### config.mk
export PLATFORM = sky130hd
export DESIGN_NAME = toggle_req_gen
export DESIGN_NICKNAME = d
export VERILOG_FILES = /design/src/rtl/toggle_req_gen.sv
export SDC_FILE = /design/constraint.sdc
export NUM_CORES = 1
export LEC_CHECK = 0
export CAP_MARGIN = 10
export CORE_AREA = 2 2 39 41
export DETAILED_ROUTE_END_ITERATION = 12
export DIE_AREA = 0 0 41 43
export PLACE_DENSITY = 0.71
export SLEW_MARGIN = 10
export SYNTH_ARGS = -nofsm -noshare
export SYNTH_HDL_FRONTEND = slang
export SYNTH_SLANG_ARGS = --single-unit
### constraint.sdc
create_clock -name clk -period 3.2 [get_ports clk]
set_input_delay 0.96 -clock clk [delete_from_list [all_inputs] [get_ports clk]]
set_output_delay 0.96 -clock clk [all_outputs]
set_load 0.02 [all_outputs]
### src/rtl/toggle_req_gen.sv
// toggle_req_gen: synchronises and debounces a raw push-button, emits one
// registered single-cycle toggle request per accepted press (drives t_ff.t)
// and exposes the debounced level.
// Optional feature: define TOGGLE_REQ_LONG_PRESS_EN to build the hold counter
// and the one-shot long_press pulse; otherwise long_press is tied low.
module toggle_req_gen #(
  parameter int DEBOUNCE_CYCLES = 4,
  parameter int LONG_CYCLES     = 16,
  parameter int CNT_W           = 8
) (
  input  logic clk,
  input  logic rst,
  input  logic btn,
  output logic t,
  output logic pressed,
  output logic long_press
);

  typedef enum logic [1:0] {
    IDLE         = 2'd0,
    PRESS_WAIT   = 2'd1,
    PRESSED      = 2'd2,
    RELEASE_WAIT = 2'd3
  } state_t;

  // Last count value of a debounce window; the shared counter never passes it.
  localparam logic [CNT_W-1:0] DB_LAST = CNT_W'(DEBOUNCE_CYCLES - 1);

  logic             r_s1;
  logic             r_btn_s;
  state_t           r_state;
  state_t           w_state_nxt;
  logic [CNT_W-1:0] r_cnt;
  logic [CNT_W-1:0] w_cnt_nxt;
  logic             w_t_nxt;
  logic             r_t;
  logic             r_pressed;

  // Two-flop synchroniser for the asynchronous button.
  always_ff @(posedge clk) begin
    if (rst) begin
      r_s1    <= 1'b0;
      r_btn_s <= 1'b0;
    end else begin
      r_s1    <= btn;
      r_btn_s <= r_s1;
    end
  end

  // State, debounce counter and registered outputs.
  always_ff @(posedge clk) begin
    if (rst) begin
      r_state   <= IDLE;
      r_cnt     <= '0;
      r_t       <= 1'b0;
      r_pressed <= 1'b0;
    end else begin
      r_state   <= w_state_nxt;
      r_cnt     <= w_cnt_nxt;
      r_t       <= w_t_nxt;
      r_pressed <= (w_state_nxt == PRESSED) || (w_state_nxt == RELEASE_WAIT);
    end
  end

  // Next-state logic: a level change is accepted only after the synchronised
  // input has held the new value for a full debounce window.
  always_comb begin
    w_state_nxt = r_state;
    w_cnt_nxt   = r_cnt;
    w_t_nxt     = 1'b0;
    case (r_state)
      IDLE: begin
        if (r_btn_s) begin
          w_state_nxt = PRESS_WAIT;
          w_cnt_nxt   = '0;
        end
      end
      PRESS_WAIT: begin
        if (!r_btn_s) begin
          w_state_nxt = IDLE;
        end else if (r_cnt == DB_LAST) begin
          w_state_nxt = PRESSED;
          w_t_nxt     = 1'b1;
        end else begin
          w_cnt_nxt = r_cnt + CNT_W'(1);
        end
      end
      PRESSED: begin
        if (!r_btn_s) begin
          w_state_nxt = RELEASE_WAIT;
          w_cnt_nxt   = '0;
        end
      end
      RELEASE_WAIT: begin
        if (r_btn_s) begin
          w_state_nxt = PRESSED;
        end else if (r_cnt == DB_LAST) begin
          w_state_nxt = IDLE;
        end else begin
          w_cnt_nxt = r_cnt + CNT_W'(1);
        end
      end
      default: begin
        w_state_nxt = IDLE;
        w_cnt_nxt   = '0;
      end
    endcase
  end

  assign t       = r_t;
  assign pressed = r_pressed;

`ifdef TOGGLE_REQ_LONG_PRESS_EN
  localparam logic [CNT_W-1:0] LONG_LAST = CNT_W'(LONG_CYCLES - 1);

  logic [CNT_W-1:0] r_hold;
  logic             r_fired;
  logic             r_long;
  logic             w_enter_idle;

  assign w_enter_idle = (w_state_nxt == IDLE) && (r_state != IDLE);

  // Hold counter: counts held PRESSED cycles, frozen during release glitches,
  // saturates at its last value; the fired flag limits one pulse per press.
  always_ff @(posedge clk) begin
    if (rst) begin
      r_hold  <= '0;
      r_fired <= 1'b0;
      r_long  <= 1'b0;
    end else begin
      r_long <= 1'b0;
      if (w_t_nxt) begin
        r_hold <= '0;
      end else if ((r_state == PRESSED) && r_btn_s) begin
        if (r_hold == LONG_LAST) begin
          if (!r_fired) begin
            r_long  <= 1'b1;
            r_fired <= 1'b1;
          end
        end else begin
          r_hold <= r_hold + CNT_W'(1);
        end
      end
      if (w_enter_idle) begin
        r_fired <= 1'b0;
      end
    end
  end

  assign long_press = r_long;
`else
  assign long_press = 1'b0;
`endif

endmodule

==> flow_metrics.tcl <==
set metrics [dict create \
    outcome "complete, no violations" \
    critical_path_buf_inv_count 1 \
    start_kind "flip-flop" \
    min_to "r_btn_s$_SDFF_PP0_" \
    total_power_mw 0.2840 \
    critPathMaxStageDelay_ps 620 \
    required_ps 2240 \
    hold_buffers 0 \
    synthArstFlopShare 0 \
    vias 479 \
    swShare 0.2311 \
    wire_per_inst_um 12.29 \
    crit_arrival_ps 1270 \
    r2r_start "pressed$_SDFF_PP0_" \
    cts_sinks 13 \
    drc 0 \
    drive_above_1_share 0.08571 \
    clkPwrFrac 0.366 \
    powerDensity_mw_per_mm2 425.9 \
    place_ws_ps 1059 \
    dpl.cell_count 82 \
    r2r_end "r_cnt[3]$_SDFFE_PP0P_" \
    grt_antenna_before_repair 0 \
    yosys.area.top_type_share 0.4361 \
    first_pass_iters 4 \
    ys_warn_count 0 \
    die_w_um 41 \
    hold_class "flip-flop to flip-flop" \
    ys_types 29 \
    yosysSeqAreaShare 0.4361 \
    grt_pass1_vias 456 \
    p_comb_frac 0.050 \
    power_leakage_nw 0.2082 \
    cts_buffer_depth 2 \
    port_buffers 4 \
    crit_path_end_kind "output pin" \
    rows 14 \
    postCtsSetupBuffers 0 \
    setup_ws_ps 966.9 \
    setup_violations 0 \
    synthTopCellsByArea "dfxtp_1, a21oi_1, nand3_1" \
    cts-root-buf "clkbuf_4" \
    dieArea_mm2 0.001763 \
    worstSetupPathType "flip-flop to output pin" \
    tightest_slew_ps 1013 \
    cts_tree "yes" \
    p_switching_mw 0.06565 \
    clk_latency_ps 280 \
    ant_nets 0 \
    fin_nets 75 \
    synth_flop_cell "dfxtp_1" \
    p_seq_frac 0.584 \
    fin_tns_setup_ps 0 \
    synth_nets 69 \
    fin_crit_sh 0.6978 \
    syn_inst 65 \
    finish.utilization 0.4819 \
    io_pins 6 \
    start_util 0.4313 \
    globalRouteTotalUtil 0.1618 \
    placed_area_um2 640.6 \
    max_freq_ghz 0.4478 \
    cts_resized 0 \
    max_slew_margin 0.3201 \
    hold_depth 1 \
    synth_area_leader_cell "dfxtp_1" \
    num_antenna_cells 0 \
    critical_path.top_delay_family "buffers and inverters" \
    syn2layout_area_growth_pct 11.74 \
    whs_ps 444.0 \
    initialDrtViolationCount 7 \
    syn_area_um2 596.8 \
    synth-edff-count 0 \
    grt_setup_unrepaired "false" \
    crit_path_cell_trace "clkdlybuf4s50_1" \
    period_needed_ps 2233 \
    timing.final.max_slew_violations 0 \
    clkTransAtPathRegs_ps 70 \
    vias_per_cell 5.570 \
    grt_max_degree 16 \
    maxCapViolCount 0 \
    dieHeight_um 43 \
    avgSynthCellArea_um2 9.182 \
    ys_ff_latch 13 \
    crit_slowest_cell "clkdlybuf4s50_1" \
    grt_pass1_wl_mm 1.863 \
    ff2ff_setup_slack_ps 1480 \
    final_cell_area_um2 666.9 \
    place_hpwl_um 752.9 \
    irDropWorstVdd_mv 0.2189 \
    skew_ps 6.859 \
    r2r_cells 3 \
    crit_fanout 4 \
    routed_wl_mm 1.057 \
    core_area_mm2 0.001384 \
    layout.cells.non_filler 86 \
    min-delay-start "r_s1$_SDFF_PP0_" \
    gp_congestion 0.7112 \
    hold_viol 0 \
    h-tree-depth 1 \
    cts_inserted_buffers 3 \
    grt-ovfl-total 0 \
    power_report.internal_total_mw 0.2184 \
]
==> metal layers <==
layer | up-vias | track usage | wire length (um)
met3 | 5 | 0.06283 | 46
met5 | - | 0 | 0
li1 | 252 | - | -
met1 | 211 | 0.1842 | 517
met2 | 11 | 0.2313 | 456
met4 | 0 | 0.1200 | 36
==> final cells by class <==
class	instances	area [um2]
well taps	16	20.02
flip-flops and latches	13	260.3
fillers	130	716.9
repair buffers	4	40.04
clock buffers	4	26.28
inverters	1	3.754
multi-input cells	48	316.6
==> cells in the mapped netlist (2+ instances only) <==
library cell and number:
o21ai_0 4, nand3_1 5, dfxtp_1 13, nor2_1 2, mux2i_1 2, a21oi_1 7, or3_1 2, o31ai_1 3
or4_1 3, nor2b_1 4, nand2b_1 2
==> kinds of logic (layout without fill, tap and decap cells) <==
group           after synthesis  in the layout  synth area share
compound gates               18             18            0.1887
xor+xnor                      1              1           0.01468
fa+ha+maj                     1              1           0.02096
buf+inv                       4              9           0.03353
flops                        13             13            0.4361
mux                           2              2           0.03354
other cells                   1              1          0.006283
simple gates                 25             25            0.2662
==> cell usage in the layout (no fill, tap or decap) <==
cell type,instances
nor2b_1,4
xnor2_1,1
o2bb2ai_1,1
nand3b_1,1
a21bo_2,1
a21oi_2,1
inv_1,1
nand3_1,5
nor4_1,1
clkbuf_4,3
nand4_1,1
nand2_1,1
o21ai_0,4
nand2b_1,2
or3_1,2
or4_1,3
dfxtp_1,13
o31ai_1,3
nor2_1,2
nor4b_1,1
and4bb_2,1
and4_1,1
ha_1,1
conb_1,1
a21oi_1,7
mux2i_1,2
o21bai_1,1
clkbuf_1,1
clkdlybuf4s50_1,4
==> how the worst max path moves through the flow <==
stage | end | start | cells after the start
final | pressed | pressed$_SDFF_PP0_ | 1
after global placement | r_cnt[4]$_SDFFE_PP0P_ | rst | 3
after CTS | pressed | pressed$_SDFF_PP0_ | 1
after detailed placement | r_cnt[7]$_SDFFE_PP0P_ | rst | 3
after floorplan | r_cnt[2]$_SDFFE_PP0P_ | rst | 3
after global routing | pressed | pressed$_SDFF_PP0_ | 1
==> state kept, by name, summed over array words and instances (netlist names) <==
name     flops
r_btn_s      1
r_cnt        8
r_s1         1
pressed      1
r_state      1
t            1
==> power by group through the flow <==
stage / clock network (mW) / logic, mW / registers, mW
after floorplan: 0 / 0.0114 / 0.169
after global placement: 0 / 0.0139 / 0.170
after detailed placement: 0 / 0.0143 / 0.170
after CTS: 0.106 / 0.0143 / 0.166
after global routing: 0.111 / 0.0161 / 0.166
final: 0.104 / 0.0142 / 0.166
Power figures use the tool's default switching activity.
